## src/rtl/riscv_pipe_pkg.sv

```systemverilog
// riscv_pipe_pkg: shared store-buffer defaults and entry type
package riscv_pipe_pkg;
  localparam int SB_DEPTH = 4;
  localparam int SB_AW = 32;
  localparam int SB_DW = 32;
  typedef struct packed {
    logic [SB_AW-1:0] adr;
    logic [SB_DW-1:0] data;
  } sb_entry_t;
endpackage

```

## src/rtl/sb_fwd_match.sv

```systemverilog
// sb_fwd_match: youngest-entry word match of a load address over the buffer
module sb_fwd_match #(
  parameter int DEPTH = 4,
  parameter int AW = 32,
  parameter int DW = 32
) (
  input  logic [AW-1:0]              ld_adr,
  input  logic [DEPTH-1:0][AW-1:0]   adr,
  input  logic [DEPTH-1:0][DW-1:0]   data,
  input  logic [$clog2(DEPTH)-1:0]   head,
  input  logic [$clog2(DEPTH):0]     count,
  output logic                       hit,
  output logic [DW-1:0]              hit_data
);
  localparam int PW = $clog2(DEPTH);
  logic [PW-1:0] slot;
  // walk oldest to youngest so the last match seen is the youngest
  always_comb begin
    hit = 1'b0;
    hit_data = '0;
    slot = '0;
    for (int k = 0; k < DEPTH; k++) begin
      slot = head + PW'(k);
      if ((PW+1)'(k) < count && ((adr[slot] ^ ld_adr) >> 2) == '0) begin
        hit = 1'b1;
        hit_data = data[slot];
      end
    end
  end
endmodule

```

## src/rtl/store_write_buffer.sv

```systemverilog
// store_write_buffer: posted-store FIFO to dmem with same-word load forwarding
module store_write_buffer
  import riscv_pipe_pkg::*;
#(
  parameter int DEPTH = SB_DEPTH,
  parameter int AW = SB_AW,
  parameter int DW = SB_DW
) (
  input  logic                     clk,
  input  logic                     reset,
  input  logic                     MemWrite,
  input  logic [AW-1:0]            DataAdr,
  input  logic [DW-1:0]            WriteData,
  input  logic [AW-1:0]            LdAdr,
  output logic                     LdHit,
  output logic [DW-1:0]            LdData,
  output logic                     Stall,
  output logic                     mem_we,
  output logic [AW-1:0]            mem_adr,
  output logic [DW-1:0]            mem_wdata,
  input  logic                     mem_ready,
  output logic                     Empty,
  output logic [$clog2(DEPTH):0]   Count
);
  localparam int PW = $clog2(DEPTH);
  logic [DEPTH-1:0][AW-1:0] adr_q;
  logic [DEPTH-1:0][DW-1:0] data_q;
  logic [PW-1:0] wr_q, rd_q;
  logic push, pop, full;
  assign full = Count == (PW+1)'(DEPTH);
  assign mem_we = Count != '0;
  assign Empty = ~mem_we;
  assign pop = mem_we & mem_ready;
  // a full buffer still accepts a store when the head drains the same cycle
  assign push = MemWrite & (~full | pop);
  assign Stall = MemWrite & ~push;
  assign mem_adr = adr_q[rd_q];
  assign mem_wdata = data_q[rd_q];
  always_ff @(posedge clk) begin
    if (reset) begin
      Count <= '0;
      wr_q <= '0;
      rd_q <= '0;
    end else begin
      if (push) wr_q <= wr_q + PW'(1);
      if (pop) rd_q <= rd_q + PW'(1);
      Count <= Count + (PW+1)'(push) - (PW+1)'(pop);
    end
  end
  always_ff @(posedge clk) begin
    if (push) begin
      adr_q[wr_q] <= DataAdr;
      data_q[wr_q] <= WriteData;
    end
  end
  sb_fwd_match #(.DEPTH(DEPTH), .AW(AW), .DW(DW)) u_fwd (
    .ld_adr(LdAdr),
    .adr(adr_q),
    .data(data_q),
    .head(rd_q),
    .count(Count),
    .hit(LdHit),
    .hit_data(LdData)
  );
endmodule

```

## config.mk

```make
export PLATFORM = sky130hd
export DESIGN_NAME = store_write_buffer
export DESIGN_NICKNAME = d
export VERILOG_FILES = /design/src/rtl/riscv_pipe_pkg.sv /design/src/rtl/sb_fwd_match.sv /design/src/rtl/store_write_buffer.sv
export SDC_FILE = /design/constraint.sdc
export NUM_CORES = 1
export LEC_CHECK = 0
export ABC_CLOCK_PERIOD_IN_PS = 5790
export CAP_MARGIN = 20
export CORE_ASPECT_RATIO = 0.9
export CORE_UTILIZATION = 62
export CTS_CLUSTER_DIAMETER = 100
export DETAILED_ROUTE_END_ITERATION = 8
export PLACE_DENSITY = 0.87
export SETUP_SLACK_MARGIN = 0.5
export SYNTH_ARGS = -nofsm -noshare
export SYNTH_HDL_FRONTEND = slang
export SYNTH_SLANG_ARGS = --single-unit
```

## constraint.sdc

```tcl
create_clock -name clk -period 5.79 [get_ports clk]
set_input_delay 0.579 -clock clk [delete_from_list [all_inputs] [get_ports clk]]
set_output_delay 0.579 -clock clk [all_outputs]
set_load 0.005 [all_outputs]
```

==> out/summary.txt, run 1 <==
Status - finished, final reports clean
Port Buffer Count - 200
Nets - 1,689
CTS Buf Count - 27
Residual DRC - 0
Gr usage total - 35.6%
Max cap viols - 0
Worst setup EP type - primary output
Row count - 56
Fin Clk Skew - 0.00995 ns
Grt total ovfl - 0
VDD IR-drop max - 0.000292 V
Layout overhead on the synthesized area - 20.6%
Sw Pwr - 2650 uW
First-pass detailed-route iteration total - 6
Async set or reset register ratio after synthesis - 0%
FF-to-FF setup slack - 2.90 ns
Clk_lat worst skew - 0.55 ns
Syn Nets - 1,535
Core ar. - 26,400 um2
Setup violations, final - 0
Sequential share of the synthesized area - 46.4%
Fin. max-slew vios - 0
Combinational Power Share - 44.7%
Netlist Area Pre-Place - 16,900 um2
IO Pins - 203
DR iter-0 viols - 1,727
Dpl cells - 1,888
Worst r2r src - Count[2]$_SDFF_PP0_
HPWL after DPL - 33,700 um
Post-synth EDFFs - 256
Total Routed Length - 51,100 um
Cts hold-fix bufs - 0
Die area - 27,900 um2
Power Density - 370 nW/um2
Final min period - 5.36 ns
Post-synthesis cell type count - 56
Yosys top cell by area - edfxtp_1
Arr. time, crit path - 4.78 ns
Non-filler instance count after layout - 1,949
Antenna diodes - 0
Power Total - 7530 uW
Worst EP required - 5.21 ns
Top post-synthesis cells by count - 256 x edfxtp_1, 192 x mux2i_1, 114 x nand2_1
Root buf cell - clkbuf_16
Startpoint types - flip-flop
Unrepaired setup endpoints after global routing - false
CTS tree - yes
RR Endpoint - adr_q[41]$_DFFE_PP_
Worst-margin pin slew - 1.15 ns
Final Hold Vio Count - 0
Most used DFF post-synth - edfxtp_1
Relative slew slack - 23.3%
Synth warn - 0
Hold path startpoint - wr_q[1]$_SDFFE_PP0P_
CP Launch Point - rd_q[0]$_SDFFE_PP0P_
Lkg Pwr - 0.00649 uW
Clock Power Share - 23.6%
Post-route antenna net violation count - 0
Crit path to - LdData[23]
Synth Instances - 1,426
Final worst-path cycle share - 92.6%
CP Class - flip-flop to primary output
Fraction of layout cells with a size suffix above 1 - 18.5%
Syn avg cell area - 11.8 um2
Max H-tree Level - 1
Power Internal - 4880 uW
Synth top area share - 45.6%
Antenna violations before repair - 2
Starting Density - 63.9%
Die Y - 159 um
Register share of total power - 31.7%
First-pass GRT wire length - 73,900 um
FMAX - 186 MHz
Routability cong. - 1.04
Via count - 13,300
Max Root-Sink Buffers - 3
Worst R2R Path Depth - 5
Count leader, synth - edfxtp_1
Vias in the first global route - 12,600
Die X - 176 um
Largest net degree at the start of global routing - 99
Num Clock Sinks - 263
Synth Register Bits - 263
Switching share of power - 35.2%
Largest cells by area after synthesis - edfxtp_1 46%, mux2i_1 11%, mux4_2 7.9%
Worst-path fanout max - 17
Drt via density - 6.81
Hold Path Class - flip-flop to flip-flop
Clock slew at reported path FFs - 0.06 ns
WL/cell - 26.2 um
TNS Setup - 0 ns
[timing repair]
item | CTS | global route
buffers inserted | 7 | 1
resized for setup | 11 | 27
pin swaps | 3 | 3
endpoints found under the setup margin | 33 | 32
hold endpoints to repair | 0 | 0
cloned | 2 | 1
[worst min-delay path by stage]
stage                     slack (ns)              endpoint  cells after the start
after CTS                       0.58  wr_q[1]$_SDFFE_PP0P_                      2
after global routing            0.62  wr_q[1]$_SDFFE_PP0P_                      2
after detailed placement        0.57  wr_q[1]$_SDFFE_PP0P_                      2
after global placement          0.54  wr_q[1]$_SDFFE_PP0P_                      2
after floorplan                 0.51  wr_q[1]$_SDFFE_PP0P_                      2
final                           0.58  wr_q[1]$_SDFFE_PP0P_                      2
[sequential cells by signal, indices dropped and copies added, names as in the netlist]
signal	flops
adr_q	128
data_q	128
Count	3
rd_q	2
wr_q	2
[logic make-up after synthesis]
family | share of synthesized area [%]
adder cells (fa/ha/maj) | 0.712
buffers and inverters | 3.94
XOR/XNOR | 4.83
multiplexers | 24.1
AND/OR/NAND/NOR | 8.83
AO/OA/AOI/OAI | 11.2
flip-flops | 46.4
[power by group through the flow]
stage | Combinational [uW] | Sequential, uW | Clock (uW)
after floorplan | 2110 | 2370 | 0
after global placement | 3050 | 2440 | 0
after detailed placement | 3120 | 2460 | 0
after CTS | 3250 | 2380 | 1780
after global routing | 3550 | 2400 | 1850
final | 3370 | 2390 | 1780
[worst max-delay path: stages (launching register included)]
cell and delay, ns:
dfxtp_4 0.44, buf_4 0.22, buf_4 0.21, mux2i_1 0.32, mux2i_1 0.14, xnor2_1 0.38, nand4_1 0.23, or4_4 0.48
nor4_4 0.21, buf_4 0.20, buf_12 0.20, mux2i_1 0.10, a211oi_1 0.46, clkdlybuf4s50_1 0.61
[stage by stage]
step	hold WS [ns]	cell area, um2	setup slack, ns	utilization, %
2_1_floorplan	0.514	16900	2.14	-
3_3_place_gp	0.541	19100	0.809	72.2
3_5_place_dp	0.566	19100	0.754	72.2
4_1_cts	0.578	20200	0.501	76.4
5_1_grt	0.624	20300	0.414	77.0
6_report	0.582	20300	0.428	77.0
[routing by layer]
layer	vias up	track usage, %	share of wire [%]
li1	5794	-	-
met1	6550	48.9	39
met2	795	55.9	46
met3	135	8.64	12
met4	4	11.7	3.3
met5	-	0	0.053
[area by class of cell]
cell class              instances  area, um2
inverters                      22       83.8
fillers                      1637       6070
well taps                     348        435
clock inverters                18        181
clock buffers                  32        724
flip-flops and latches        263       7840
multi-input cells            1019       8610
repair buffers                247       2480
[layout by cell type (no fill, tap or decap), drive strengths merged, types with 14 or more instances in the layout]
master	netlist	routed
o21ai	75	75
edfxtp	256	256
clkdlybuf4s50	0	200
xnor2	85	85
or2	32	32
a211oi	97	97
buf	58	46
inv	22	22
mux2	72	72
clkbuf	66	32
nand2	114	114
mux2i	192	192
mux4	59	59
nor2	60	60
nand4	14	14
and2	39	39
a21oi	52	53
(Power assumes the default switching activity.)
==> inputs of run 2 (changes only) <==
Settings changed: CORE_UTILIZATION 62 to 52, PLACE_DENSITY 0.87 to 0.75.
==> out/summary.txt, run 2 (synthesis gave the netlist of run 1 again) <==
Largest regs - adr_q (128), data_q (128), Count (3) (unchanged)
Max cap viols - 0 (unchanged)
IO Pins - 203 (unchanged)
WL/cell - 24.1 um (was 26.2 um)
TNS Setup - 0 ns (unchanged)
Root buf cell - clkbuf_16 (unchanged)
Clock slew at reported path FFs - 0.06 ns (about the same)
Final min period - 5.19 ns (was 5.36 ns)
Die Y - 173 um (was 159 um)
Dpl cells - 1,958 (was 1,888)
Vias in the first global route - 12,400 (was 12,600)
Layout overhead on the synthesized area - 20.5% (was 20.6%)
Relative slew slack - 30.5% (was 23.3%)
Core ar. - 31,900 um2 (was 26,400 um2)
DR iter-0 viols - 1,241 (was 1,727)
Hold Path Class - flip-flop to flip-flop (unchanged)
Final worst-path cycle share - 89.7% (was 92.6%)
Max H-tree Level - 1 (unchanged)
Post-route antenna net violation count - 0 (unchanged)
Power Density - 363 nW/um2 (was 370 nW/um2)
Clk_lat worst skew - 0.57 ns (was 0.55 ns)
Row count - 62 (was 56)
Grt total ovfl - 0 (unchanged)
Fillers - 2,405 (was 1,637)
Gr usage total - 29.2% (was 35.6%)
CP Class - flip-flop to primary output (unchanged)
Unrepaired setup endpoints after global routing - true (was false)
Commonest cells after routing, fill and taps aside - 256 x edfxtp_1, 200 x clkdlybuf4s50_1, 185 x mux2i_1 (was 256 x edfxtp_1, 200 x clkdlybuf4s50_1, 184 x mux2i_1)
VDD IR-drop max - 0.000292 V (about the same)
CTS Buf Count - 28 (was 27)
Drt via density - 6.29 (was 6.81)
Status - finished, final reports clean (unchanged)
Max Root-Sink Buffers - 3 (unchanged)
Routability cong. - 0.961 (was 1.04)
Commonest non-fill, non-tap cell in the layout - edfxtp_1 (unchanged)
Final Hold Vio Count - 0 (unchanged)
Worst setup EP type - primary output (unchanged)
Multi-input gate area - 8530 um2 (was 8610 um2)
Worst EP required - 5.21 ns (about the same)
Largest net degree at the start of global routing - 226 (was 99)
Num Clock Sinks - 263 (unchanged)
Nets - 1,689 (unchanged)
Fin Clk Skew - 0.0327 ns (was 0.00995 ns)
FMAX - 192 MHz (was 186 MHz)
First-pass detailed-route iteration total - 6 (unchanged)
Via count - 12,700 (was 13,300)
Register area - 7840 um2 (unchanged)
HPWL after DPL - 33,100 um (was 33,700 um)
Total Routed Length - 48,800 um (was 51,100 um)
Port Buffer Count - 200 (unchanged)
Die X - 192 um (was 176 um)
Worst-path fanout max - 33 (was 17)
Fraction of layout cells with a size suffix above 1 - 17.5% (was 18.5%)
Setup violations, final - 0 (unchanged)
Die area - 33,200 um2 (was 27,900 um2)
Fin. max-slew vios - 0 (unchanged)
Arr. time, crit path - 4.62 ns (was 4.78 ns)
Area post-placement - 19,200 um2 (was 19,100 um2)
CTS tree - yes (unchanged)
Non-filler instance count after layout - 2,021 (was 1,949)
Final Cell Area - 20,300 um2 (about the same)
Startpoint types - flip-flop (unchanged)
Residual DRC - 0 (unchanged)
Worst-margin pin slew - 1.04 ns (was 1.15 ns)
Post-route setup slack - 0.595 ns (was 0.428 ns)
Starting Density - 52.9% (was 63.9%)
Lkg Pwr - 0.00645 uW (was 0.00649 uW)
Pre-CTS setup slack - 0.721 ns (was 0.754 ns)
First-pass GRT wire length - 73,300 um (was 73,900 um)
Antenna violations before repair - 4 (was 2)
-- run 2: per-layer routing --
metal / global-route usage, % / vias to the layer above / share of wire, %
met1: 42.1 / 6321 / 43
met5: 0 / - / 0
met4: 6.91 / 0 / 2.1
met3: 5.38 / 66 / 8.8
li1: - / 5788 / -
met2: 45.6 / 538 / 46
-- run 2: cell type report --
class	count	area share [%]
Antenna cell	3	0.0369
Clock inverter	13	0.492
Clock buffer	39	3.80
Multi-Input combinational cell	1018	41.9
Inverter	22	0.412
Sequential cell	263	38.5
Timing Repair Buffer	247	12.2
Tap cell	416	2.56
-- run 2: path summary, 6_finish.rpt --
| path | start | endpoint | slack [ns] | cells after the start |
|---|---|---|---|---|
| worst max register to register | Count[2]$_SDFF_PP0_ | adr_q[54]$_DFFE_PP_ | 3.08 | 5 |
| worst min register to register | wr_q[1]$_SDFFE_PP0P_ | wr_q[1]$_SDFFE_PP0P_ | 0.57 | 2 |
| worst max-delay path | rd_q[0]$_SDFFE_PP0P_ | LdData[27] | 0.60 | 12 |
| worst min-delay path | wr_q[1]$_SDFFE_PP0P_ | wr_q[1]$_SDFFE_PP0P_ | 0.57 | 2 |
-- run 2: stage by stage --
stage                     utilization, %  power, uW  hold slack (ns)
after global routing                63.8       7700            0.603
after CTS                           63.3       7310            0.570
after detailed placement            60.2       5580            0.560
after global placement              60.2       5530            0.540
after floorplan                        -       4480            0.514
final                               63.8       7370            0.568
-- run 2: power breakdown --
group	leakage (uW)	internal (uW)	total, uW	switching, uW
registers	0.00241	2270	2380	108
clock network	0.000429	973	1700	732
logic	0.00362	1570	3280	1720
total	0.00645	4810	7370	2560
-- run 2: repair_timing --
action                                  CTS  global route
endpoints found under the setup margin   32            32
hold buffers                              0             0
buffers inserted                          5             1
gates cloned                              2             0
pin swaps                                 3             1
resized for setup                         6            26
-- run 2: worst max-delay path, stage by stage, from the launching register on --
cell and delay [ns]:
dfxtp_4 0.44, buf_12 0.23, buf_6 0.20, mux4_2 0.56, xnor2_2 0.20, nand4_1 0.26, nor4_4 0.38, nand3_1 0.16
buf_6 0.26, a211oi_1 0.26, mux2i_1 0.11, a211oi_1 0.37, clkdlybuf4s50_1 0.58
==> inputs of run 3 (changes only) <==
Settings changed: CORE_UTILIZATION 52 to 30, PLACE_DENSITY 0.75 to not set.
==> out/summary.txt, run 3 (synthesis gave the netlist of run 1 again) <==
Routability cong. - 0.950 (was 0.961)
Starting Density - 30.3% (was 52.9%)
Final worst-path cycle share - 89.4% (was 89.7%)
Switching share of power - 34.5% (was 34.7%)
HPWL after DPL - 37,000 um (was 33,100 um)
Multi-input gate area - 8550 um2 (was 8530 um2)
Relative slew slack - 32.0% (was 30.5%)
Worst r2r src - Count[2]$_SDFF_PP0_ (unchanged)
Worst-margin pin slew - 1.02 ns (was 1.04 ns)
DR iter-0 viols - 891 (was 1,241)
Die X - 252 um (was 192 um)
Fillers - 5,420 (was 2,405)
Nets - 1,695 (was 1,689)
Met3 Track Usage GR - 3.38% (was 5.38%)
Worst R2R Path Depth - 5 (unchanged)
Dpl cells - 2,294 (was 1,958)
Post-route antenna net violation count - 0 (unchanged)
GRT busiest layer - met2 (unchanged)
Unrepaired setup endpoints after global routing - true (unchanged)
Met2 usage - 29.4% (was 45.6%)
Gr usage total - 18.1% (was 29.2%)
Total Routed Length - 54,000 um (was 48,800 um)
Clock Power Share - 25.1% (was 23.1%)
Register area - 7840 um2 (unchanged)
Max cap viols - 0 (unchanged)
Commonest non-fill, non-tap cell in the layout - edfxtp_1 (unchanged)
Combinational Power Share - 43.9% (was 44.6%)
Commonest cells after routing, fill and taps aside - 256 x edfxtp_1, 197 x clkdlybuf4s50_1, 186 x mux2i_1 (was 256 x edfxtp_1, 200 x clkdlybuf4s50_1, 185 x mux2i_1)
Final Hold Vio Count - 0 (unchanged)
Grt total ovfl - 0 (unchanged)
Clk_lat worst skew - 0.59 ns (was 0.57 ns)
Die Y - 227 um (was 173 um)
Setup violations, final - 0 (unchanged)
Largest net degree at the start of global routing - 115 (was 226)
Fraction of layout cells with a size suffix above 1 - 18.4% (was 17.5%)
Startpoint types - flip-flop (unchanged)
Max Root-Sink Buffers - 3 (unchanged)
Final min period - 5.18 ns (was 5.19 ns)
IO Pins - 203 (unchanged)
Fin. max-slew vios - 0 (unchanged)
Num Clock Sinks - 263 (unchanged)
Antenna violations before repair - 8 (was 4)
Power Density - 365 nW/um2 (was 363 nW/um2)
Die area - 57,200 um2 (was 33,200 um2)
Core ar. - 55,600 um2 (was 31,900 um2)
Via count - 12,700 (about the same)
Non-filler instance count after layout - 2,370 (was 2,021)
FMAX - 193 MHz (was 192 MHz)
Fin util - 37.8% (was 63.8%)
Layout overhead on the synthesized area - 24.5% (was 20.5%)
Root buf cell - clkbuf_16 (unchanged)
Arr. time, crit path - 4.60 ns (was 4.62 ns)
Register share of total power - 31.0% (was 32.3%)
Worst setup EP type - primary output (unchanged)
RR Endpoint - data_q[62]$_DFFE_PP_ (was adr_q[54]$_DFFE_PP_)
CP Launch Point - rd_q[0]$_SDFFE_PP0P_ (unchanged)
Vias in the first global route - 12,300 (was 12,400)
Hold Path Class - flip-flop to flip-flop (unchanged)
First-pass detailed-route iteration total - 6 (unchanged)
Row count - 82 (was 62)
GRT met1 Usage - 24.7% (was 42.1%)
CP Class - flip-flop to primary output (unchanged)
CTS tree - yes (unchanged)
Max H-tree Level - 1 (unchanged)
Status - finished, final reports clean (unchanged)
Fin Clk Skew - 0.0308 ns (was 0.0327 ns)
First-pass GRT wire length - 77,700 um (was 73,300 um)
Lkg Pwr - 0.00663 uW (was 0.00645 uW)
CTS Buf Count - 30 (was 28)
Worst-path fanout max - 33 (unchanged)
VDD IR-drop max - 0.000214 V (was 0.000292 V)
Pre-CTS setup slack - 0.826 ns (was 0.721 ns)
TNS Setup - 0 ns (unchanged)
Clock slew at reported path FFs - 0.06 ns (about the same)
Port Buffer Count - 200 (unchanged)
Post-route setup slack - 0.615 ns (was 0.595 ns)
Residual DRC - 0 (unchanged)
Drt via density - 5.34 (was 6.29)
WL/cell - 22.8 um (was 24.1 um)
Power Internal - 5020 uW (was 4810 uW)
Worst EP required - 5.21 ns (about the same)
Largest regs - adr_q (128), data_q (128), Count (3) (unchanged)
Crit path to - LdData[6] (was LdData[27])
FF-to-FF setup slack - 2.97 ns (was 3.08 ns)
Sw Pwr - 2650 uW (was 2560 uW)
run 3: worst max-delay path, stage by stage, from the launching register on:
cell and delay, ns:
dfxtp_4 0.43, clkbuf_4 0.24, bufbuf_16 0.34, mux4_2 0.59, xnor2_1 0.30, o2111ai_1 0.22, nor4_4 0.27, nand3_1 0.15
buf_6 0.24, a211oi_1 0.20, mux2i_1 0.11, a211oi_1 0.33, clkdlybuf4s50_1 0.57
run 3: final cells by class:
class                      instances  share of cell area [%]
multi-input combinational       1017                    40.7
sequential                       263                    37.3
timing repair buffer             252                    12.3
tap                              756                    4.50
clock buffer                      35                    3.76
clock inverter                    20                   0.983
inverter                          22                   0.399
antenna                            5                  0.0596
run 3: worst min path at each step:
stage | startpoint | end | slack [ns] | depth (start not counted)
4_1_cts | wr_q[0]$_SDFFE_PP0P_ | wr_q[0]$_SDFFE_PP0P_ | 0.58 | 2
6_report | wr_q[1]$_SDFFE_PP0P_ | wr_q[1]$_SDFFE_PP0P_ | 0.58 | 2
3_5_place_dp | wr_q[1]$_SDFFE_PP0P_ | wr_q[1]$_SDFFE_PP0P_ | 0.57 | 2
5_1_grt | wr_q[0]$_SDFFE_PP0P_ | wr_q[0]$_SDFFE_PP0P_ | 0.61 | 2
2_1_floorplan | wr_q[1]$_SDFFE_PP0P_ | wr_q[1]$_SDFFE_PP0P_ | 0.51 | 2
3_3_place_gp | wr_q[1]$_SDFFE_PP0P_ | wr_q[1]$_SDFFE_PP0P_ | 0.53 | 2
run 3: power groups by stage:
| stage | combinational [uW] | sequential (uW) | clock [uW] |
|---|---|---|---|
| 2_1_floorplan | 2110 | 2370 | 0 |
| 3_5_place_dp | 3210 | 2440 | 0 |
| 3_3_place_gp | 3180 | 2430 | 0 |
| 4_1_cts | 3290 | 2390 | 1960 |
| 6_report | 3370 | 2380 | 1920 |
| 5_1_grt | 3610 | 2400 | 2030 |
run 3: repair_timing:
action / 4_1_cts / 5_1_grt
hold buffers: 0 / 0
gates resized for setup: 7 / 27
pin swaps: 1 / 2
buffers inserted: 4 / 9
setup endpoints to repair: 32 / 32
cloned: 2 / 1
run 3: metrics by stage:
step,cell area [um2],hold slack (ns),total power [uW]
after detailed placement,19600,0.571,5650
final,21000,0.579,7670
after global placement,19600,0.528,5600
after CTS,20800,0.585,7640
after global routing,21000,0.606,8030
after floorplan,16900,0.514,4480
run 3: layer usage:
layer | up-vias | share of wire, %
met5 | - | 0.072
met4 | 8 | 2.2
met1 | 6407 | 44
li1 | 5791 | -
met2 | 375 | 47
met3 | 81 | 6.7
